--- src/rtl/dvi_timing_gen_if.sv ---
// Pixel stream from the scanout FIFO into the DVI raster timing generator.
interface dvi_timing_gen_if;
   logic [23:0] pix_data;
   logic        pix_valid;
   logic        pix_ready;

   modport master (output pix_data, pix_valid, input pix_ready);
   modport slave  (input pix_data, pix_valid, output pix_ready);
endinterface

--- src/rtl/dvi_timing_gen.sv ---
// DVI raster timing: h/v blanking, syncs and den, pulls one pixel per active slot.
// Optional DVI_TIMING_UNDERFLOW_EN: starved slots show UNDERFLOW_COLOUR and set sticky underflow.
module dvi_timing_gen #(
   parameter int          H_ACTIVE         = 640,
   parameter int          H_FRONT          = 16,
   parameter int          H_SYNC           = 96,
   parameter int          H_BACK           = 48,
   parameter int          V_ACTIVE         = 480,
   parameter int          V_FRONT          = 10,
   parameter int          V_SYNC           = 2,
   parameter int          V_BACK           = 33,
   parameter bit          SYNC_POL         = 1'b0,
   parameter logic [23:0] UNDERFLOW_COLOUR = 24'hff00ff
) (
   input  logic             clk,
   input  logic             rst,
   input  logic             en,
   dvi_timing_gen_if.slave  pix,
   output logic [7:0]       d_r,
   output logic [7:0]       d_g,
   output logic [7:0]       d_b,
   output logic [1:0]       c_b,
   output logic             den,
   output logic             frame_start,
   output logic             underflow,
   input  logic             underflow_clr
);

   typedef enum logic [1:0] {S_ACT, S_FRONT, S_SYNC, S_BACK} seg_t;

   localparam logic [11:0] HA_L = 12'(H_ACTIVE - 1);
   localparam logic [11:0] HF_L = 12'(H_FRONT - 1);
   localparam logic [11:0] HS_L = 12'(H_SYNC - 1);
   localparam logic [11:0] HB_L = 12'(H_BACK - 1);
   localparam logic [11:0] VA_L = 12'(V_ACTIVE - 1);
   localparam logic [11:0] VF_L = 12'(V_FRONT - 1);
   localparam logic [11:0] VS_L = 12'(V_SYNC - 1);
   localparam logic [11:0] VB_L = 12'(V_BACK - 1);

`ifdef DVI_TIMING_UNDERFLOW_EN
   localparam logic [23:0] STARVE_COLOUR = UNDERFLOW_COLOUR;
`else
   localparam logic [23:0] STARVE_COLOUR = 24'h0;
`endif

   logic        running, run_nxt;
   seg_t        h_st, h_nxt, v_st, v_nxt;
   logic [11:0] h_cnt, hc_nxt, v_cnt, vc_nxt;
   logic        line_end, frame_end;
   logic        hs_on, vs_on, first_pix, starved;

   always_comb begin
      run_nxt   = running;
      h_nxt     = h_st;
      hc_nxt    = h_cnt;
      v_nxt     = v_st;
      vc_nxt    = v_cnt;
      line_end  = 1'b0;
      frame_end = 1'b0;
      if (!running) begin
         h_nxt   = S_ACT;
         hc_nxt  = HA_L;
         v_nxt   = S_ACT;
         vc_nxt  = VA_L;
         run_nxt = en;
      end else begin
         if (h_cnt != 12'd0) hc_nxt = h_cnt - 12'd1;
         else begin
            case (h_st)
               S_ACT:   begin h_nxt = S_FRONT; hc_nxt = HF_L; end
               S_FRONT: begin h_nxt = S_SYNC;  hc_nxt = HS_L; end
               S_SYNC:  begin h_nxt = S_BACK;  hc_nxt = HB_L; end
               default: begin h_nxt = S_ACT;   hc_nxt = HA_L; line_end = 1'b1; end
            endcase
         end
         if (line_end) begin
            if (v_cnt != 12'd0) vc_nxt = v_cnt - 12'd1;
            else begin
               case (v_st)
                  S_ACT:   begin v_nxt = S_FRONT; vc_nxt = VF_L; end
                  S_FRONT: begin v_nxt = S_SYNC;  vc_nxt = VS_L; end
                  S_SYNC:  begin v_nxt = S_BACK;  vc_nxt = VB_L; end
                  default: begin v_nxt = S_ACT;   vc_nxt = VA_L; frame_end = 1'b1; end
               endcase
            end
         end
         // both FSMs wrap to loaded ACTIVE either way; en only decides whether we keep running
         if (frame_end) run_nxt = en;
      end
   end

   assign pix.pix_ready = running && (h_st == S_ACT) && (v_st == S_ACT);
   assign hs_on         = running && (h_st == S_SYNC);
   assign vs_on         = running && (v_st == S_SYNC);
   assign first_pix     = pix.pix_ready && (h_cnt == HA_L) && (v_cnt == VA_L);
   assign starved       = pix.pix_ready && !pix.pix_valid;

   always_ff @(posedge clk) begin
      if (rst) begin
         running         <= 1'b0;
         h_st            <= S_ACT;
         h_cnt           <= HA_L;
         v_st            <= S_ACT;
         v_cnt           <= VA_L;
         den             <= 1'b0;
         {d_r, d_g, d_b} <= 24'h0;
         c_b             <= {~SYNC_POL, ~SYNC_POL};
         frame_start     <= 1'b0;
      end else begin
         running     <= run_nxt;
         h_st        <= h_nxt;
         h_cnt       <= hc_nxt;
         v_st        <= v_nxt;
         v_cnt       <= vc_nxt;
         den         <= pix.pix_ready;
         c_b         <= {vs_on ? SYNC_POL : ~SYNC_POL, hs_on ? SYNC_POL : ~SYNC_POL};
         frame_start <= first_pix;
         if (!pix.pix_ready)    {d_r, d_g, d_b} <= 24'h0;
         else if (pix.pix_valid) {d_r, d_g, d_b} <= pix.pix_data;
         else                   {d_r, d_g, d_b} <= STARVE_COLOUR;
      end
   end

`ifdef DVI_TIMING_UNDERFLOW_EN
   always_ff @(posedge clk) begin
      if (rst)                underflow <= 1'b0;
      else if (starved)       underflow <= 1'b1;
      else if (underflow_clr) underflow <= 1'b0;
   end
`else
   logic unused_clr;
   assign unused_clr = underflow_clr ^ starved;
   assign underflow  = 1'b0;
`endif

endmodule

--- src/flat_wrapper.sv ---
// flat-port wrapper written by rule: the top's interface ports become plain ports
module dvi_timing_gen_flat 
#(
   parameter int          H_ACTIVE         = 640,
   parameter int          H_FRONT          = 16,
   parameter int          H_SYNC           = 96,
   parameter int          H_BACK           = 48,
   parameter int          V_ACTIVE         = 480,
   parameter int          V_FRONT          = 10,
   parameter int          V_SYNC           = 2,
   parameter int          V_BACK           = 33,
   parameter bit          SYNC_POL         = 1'b0,
   parameter logic [23:0] UNDERFLOW_COLOUR = 24'hff00ff
)
  (clk, rst, en, d_r, d_g, d_b, c_b, den, frame_start, underflow, underflow_clr, pix_pix_data, pix_pix_valid, pix_pix_ready);
  dvi_timing_gen_if pix_i ();
  input  logic clk;
  input  logic rst;
  input  logic en;
  output logic [7:0] d_r;
  output logic [7:0] d_g;
  output logic [7:0] d_b;
  output logic [1:0] c_b;
  output logic den;
  output logic frame_start;
  output logic underflow;
  input  logic underflow_clr;
  input wire logic [$bits(pix_i.pix_data)-1:0] pix_pix_data;
  input wire logic [$bits(pix_i.pix_valid)-1:0] pix_pix_valid;
  output wire logic [$bits(pix_i.pix_ready)-1:0] pix_pix_ready;
  assign pix_i.pix_data = pix_pix_data;
  assign pix_i.pix_valid = pix_pix_valid;
  assign pix_pix_ready = pix_i.pix_ready;
  dvi_timing_gen #(.H_ACTIVE(H_ACTIVE), .H_FRONT(H_FRONT), .H_SYNC(H_SYNC), .H_BACK(H_BACK), .V_ACTIVE(V_ACTIVE), .V_FRONT(V_FRONT), .V_SYNC(V_SYNC), .V_BACK(V_BACK), .SYNC_POL(SYNC_POL), .UNDERFLOW_COLOUR(UNDERFLOW_COLOUR)) u_core (.clk(clk), .rst(rst), .en(en), .pix(pix_i), .d_r(d_r), .d_g(d_g), .d_b(d_b), .c_b(c_b), .den(den), .frame_start(frame_start), .underflow(underflow), .underflow_clr(underflow_clr));
endmodule
--- config.mk ---
export PLATFORM = sky130hd
export DESIGN_NAME = dvi_timing_gen_flat
export DESIGN_NICKNAME = d
export VERILOG_FILES = /design/src/rtl/dvi_timing_gen_if.sv /design/src/rtl/dvi_timing_gen.sv /design/src/flat_wrapper.sv
export SDC_FILE = /design/constraint.sdc
export NUM_CORES = 1
export LEC_CHECK = 0
export CORE_ASPECT_RATIO = 0.6
export CORE_MARGIN = 2
export CORE_UTILIZATION = 45
export CTS_BUF_LIST = sky130_fd_sc_hd__clkbuf_4 sky130_fd_sc_hd__clkbuf_8
export CTS_CLUSTER_DIAMETER = 80
export DETAILED_ROUTE_END_ITERATION = 16
export PLACE_DENSITY_LB_ADDON = 0.3
export REMOVE_ABC_BUFFERS = 1
export SLEW_MARGIN = 10
export SYNTH_ARGS = -nofsm -noshare
export SYNTH_HDL_FRONTEND = slang
export SYNTH_SLANG_ARGS = --single-unit
--- constraint.sdc ---
create_clock -name clk -period 2.6 [get_ports clk]
set_input_delay 0.39 -clock clk [delete_from_list [all_inputs] [get_ports clk]]
set_output_delay 0.39 -clock clk [all_outputs]
set_load 0.01 [all_outputs]
Word-level counts from Yosys, hierarchy flattened
Cells that the tools add are included.

storage, ports and cells
  flip-flop bits (word level) = 57
  bits of input ports = 29
  output and inout port bits = 30

cells by class
  add/sub/neg operators = 2
  equality and inequality tests = 6
  multiplexer cells = 17
  bitwise operators = 4
  reductions and logical operators = 15

operators by type and width
  cell                                                    count
  one-hot mux 10 bit (3 select lines)                     1
  one-hot mux 9 bit (3 select lines)                      1
  2-to-1 mux 12 bit                                       2
  nonzero test 12 bit                                     2
  subtractor 12 x 1 -> 12 bit (second input constant)     2
  equality test 12 x 10 -> 1 bit (second input constant)  1
  equality test 12 x 9 -> 1 bit (second input constant)   1
  one-hot mux 2 bit (3 select lines)                      2
  2-to-1 mux 1 bit                                        11
  OR reduction 3 bit                                      3
  logical AND 1 bit                                       6
  equality test 2 x 1 -> 1 bit (second input constant)    2
  equality test 2 bit (second input constant)             2
  logical NOT 2 bit                                       2
  inverter 1 bit                                          4
  AND reduction 2 bit                                     1
  OR reduction 2 bit                                      1

Logic depth before layout (Yosys ltp)
  word-level depth = 9
  gate-level depth with buffers = 8
  gate-level depth less buffers = 6

Worst setup path after synthesis
OpenSTA, ideal clock, no wires.

  path kind = register -> register
  start point = register u_core.h_cnt[0]
  end point = register u_core.running
  library setup time = 0.125 ns
  arrival time = 2.066 ns
  path slack = 0.408 ns
  stages on the path, launching flop included = 9
  buffers on the path = 2
  clock period less this slack = 2.192 ns
  path through = dfxtp_1 > inv_1 > ha_1 > or4b_1 > buf_2 > or4_4 > buf_6 > nor4b_1 > nor3_1

on the way
  cells in the longest elaborated chain, start to end = 7

RTL lines
  element                 RTL line               RTL
  start, declared         dvi_timing_gen.sv:48   logic [11:0] h_cnt, hc_nxt, v_cnt, vc_nxt;
  start signal, assigned  dvi_timing_gen.sv:112  h_cnt <= hc_nxt;
  nonzero test 12 bit     dvi_timing_gen.sv:67   if (h_cnt != 12'd0) hc_nxt = h_cnt - 12'd1;
  2-to-1 mux 1 bit        dvi_timing_gen.sv:67
  2-to-1 mux 1 bit        dvi_timing_gen.sv:60   if (!running) begin
  2-to-1 mux 1 bit        dvi_timing_gen.sv:76   if (line_end) begin
  2-to-1 mux 1 bit        dvi_timing_gen.sv:60
  2-to-1 mux 1 bit        dvi_timing_gen.sv:88   if (frame_end) run_nxt = en;
  2-to-1 mux 1 bit        dvi_timing_gen.sv:60
  end signal, assigned    dvi_timing_gen.sv:110  running <= run_nxt;
  end, declared           dvi_timing_gen.sv:46   logic running, run_nxt;

No other way between the ends. The select of a mux whose other input is x is not followed.
A chain may end at the register's enable or synchronous reset.

Worst setup path after layout
  start point = register u_core.h_cnt[0]
  end point = register u_core.h_cnt[4]

on the way
  cells in the longest elaborated chain, start to end = 2
  elaborated cells on any way between the ends = 3
  classes of those cells = add/sub (1); mux (1); reduce/logical (1)

RTL lines
  element                                                             RTL line
  subtractor 12 x 1 -> 12 bit or nonzero test 12 bit (tied branches)  dvi_timing_gen.sv:67
  2-to-1 mux 12 bit *                                                 dvi_timing_gen.sv:67

Every way passes the cells marked *; elsewhere a longest branch is shown, timed or not.

==> impl_metrics.py <==
metrics = {
    "finish": {
        "fin_cells": 391,
        "seq_area_sq_mm": 0.00114,
        "num_antenna_cells": 0,
        "multi_input_area_sq_mm": 0.00121,
        "syn_to_final_growth_pct": 33.9,
        "fin_area_sq_mm": 0.00331,
        "nFillCells": 448,
        "fin_nets": 362,
        "drive_gt1_share_pct": 9.23,
        "final_util_pct": 63.9,
    },
    "sta": {
        "period_needed_ns": 2.33,
        "slew_headroom_pct": 47.3,
        "clock_skew_ns": 0.00814,
        "finalHoldViolCount": 0,
        "tightest_slew_ns": 0.789,
        "setup-violations-final": 0,
        "fmax_mhz": 429,
        "setup_ws_ns": 0.270,
        "rsz0062_at_grt": "no",
        "period_share_pct": 89.6,
        "drv_slew": 0,
    },
    "setup_path": {
        "crit_buf_inv": 2,
        "cp.arrival_ns": 2.53,
        "slowest_delay_ns": 0.59,
        "end_kind": "flop",
        "timing.rr.start": "u_core.h_cnt[0]",
        "start_kind": "flop",
        "crit_type": "flop to flop",
        "crit_start": "u_core.h_cnt[0]",
        "worstPathMaxFanout": 10,
        "required_ns": 2.80,
        "slowest_stage": "or4b_1",
        "crit_chain": "inv_1 -> ha_1 -> or4b_1 -> nor4_2 -> buf_4 -> nor2b_1 -> o21ai_0",
        "crit_family": "simple AND/OR/NAND/NOR gates",
    },
    "clocking": {
        "htree_levels": 3,
        "cts_buffers": 9,
        "cts_hold_buffers": 0,
        "clk_path_buf_depth": 2,
        "ctsRootBufferMaster": "clkbuf_8",
        "clkTransAtPathRegs_ns": 0.07,
        "cts.sink_count": 57,
        "post-cts-setup-buffers": 0,
        "post_cts_resized": 0,
        "clk_latency_ns": 0.34,
        "tritoncts": "done",
    },
    "logic_synthesis": {
        "yosysTopAreaCell": "dfxtp_1",
        "synth_common_cells": "dfxtp_1, and3_1, nor2_1",
        "synth.area.top_cells": "dfxtp_1, and3_1, ha_1",
        "syn_inst": 264,
        "synthMostInstantiatedCell": "dfxtp_1",
        "netlist-cell-type-count": 54,
        "yosys_most_used_dff": "dfxtp_1",
        "avgSynthCellArea_sq_um": 9.36,
        "synth_top_area_share_pct": 46.2,
        "yosysSeqAreaShare_pct": 46.2,
        "synthesis.area_sq_mm": 0.00247,
        "synth-edff-count": 0,
        "synth_seq_cells": 57,
        "ys_async_sr_fraction_pct": 0,
        "yosys_warnings": 0,
    },
    "detailed_routing": {
        "drt_pass1_iterations": 4,
        "final_antenna_net_count": 0,
        "drc": 0,
        "vias_per_cell": 5.56,
        "finalWirelength_mm": 6.21,
        "avgRoutedWirePerCell_um": 15.9,
        "num_vias": 2175,
        "drt_iter0_markers": 120,
    },
    "worst_hold_path": {
        "hold_start": "u_core.h_cnt[0]",
        "hp-class": "flop to flop",
    },
    "die": {
        "pin_count": 59,
        "fp.dieW_um": 99.7,
        "start_util_pct": 47.7,
        "dieArea_sq_mm": 0.00612,
        "rows": 20,
        "die_y_um": 61.4,
        "core_area_sq_mm": 0.00518,
    },
    "power_and_ir_drop": {
        "cellPowerDensity_mw_per_mm2": 588,
        "p_leak_nw": 1.31,
        "ir_worst_vdd_mv": 0.324,
        "power_mw": 1.95,
    },
    "global_routing": {
        "grt_usage_pct": 21.2,
        "antenna_found_initial": 0,
        "grt_pass1_wl_mm": 9.69,
        "grt_max_degree": 27,
        "grt_pass1_vias": 1914,
        "grt_remaining_overflow": 0,
    },
    "place": {
        "dp.cells": 375,
        "dp_slack_ns": 0.272,
        "post_dp_cell_area_sq_mm": 0.00308,
        "port_buffers": 56,
        "hpwl_mm": 4.40,
        "place.gp.congestion": 0.832,
    },
    "status": {
        "status": "finished clean",
    },
    "run": {
        "cap_violations": 0,
    },
}
==> registers in the layout (all words and copies together), names as in the netlist <==
name and count:
u_core.d_b 8, u_core.running 1, u_core.den 1, u_core.v_cnt 12
u_core.v_st 2, u_core.h_cnt 12, u_core.d_r 8, u_core.frame_start 1
u_core.d_g 8, u_core.c_b 2, u_core.h_st 2
==> metrics by stage <==
stage	hold slack, ns	setup TNS (ns)
6_report	0.450	0
3_5_place_dp	0.436	0
5_1_grt	0.479	0
4_1_cts	0.451	0
3_3_place_gp	0.411	0
2_1_floorplan	0.397	-0.497
==> where the power goes <==
group	total [mW]	leakage (nW)	switching (mW)	internal, mW
Combinational	0.104	0.731	0.0393	0.0643
Sequential	0.890	0.462	0.00439	0.885
Clock	0.953	0.112	0.351	0.602
Total	1.95	1.31	0.394	1.55
==> area by class of cell <==
type,count,area share (%)
multi-input cells,181,36.5
flip-flops and latches,57,34.5
repair buffers,63,18.5
clock buffers,12,4.80
well taps,66,2.50
clock inverters,4,2.27
inverters,8,0.907
==> layer usage <==
metal / part of all wire (%) / track usage, %
met3: 7.1 / 8.97
met1: 49 / 29.7
met4: 1.0 / 6.85
met2: 42 / 29.7
met5: 0 / 0
==> logic make-up after synthesis <==
kind of cell / share of synthesized area, %
adder cells (fa/ha/maj): 6.58
XOR/XNOR: 2.48
multiplexers: 0.405
buffers and inverters: 4.91
AO/OA/AOI/OAI: 12.1
other: 0.152
flip-flops: 46.2
AND/OR/NAND/NOR: 27.2
==> final timing paths <==
kind	slack, ns	depth (start not counted)	to
worst max-delay path	0.27	7	u_core.h_cnt[4]
worst min-delay path	0.45	1	u_core.h_cnt[0]
worst max register to register	0.27	7	u_core.h_cnt[4]
worst min register to register	0.45	1	u_core.h_cnt[0]
==> cells in the final DEF (no fill, tap or decap), types with 7 or more instances in the layout <==
master	netlist	routed
clkbuf_8	0	11
dfxtp_1	57	57
buf_4	1	7
o21ai_0	10	10
a21oi_1	9	9
nand3_1	8	8
nand2_1	11	11
nor3_1	8	8
and3_1	29	29
nor4_1	7	7
inv_1	8	8
clkdlybuf4s50_1	0	56
nor2_1	23	23
ha_1	13	13
Power figures use the tool's default switching activity.
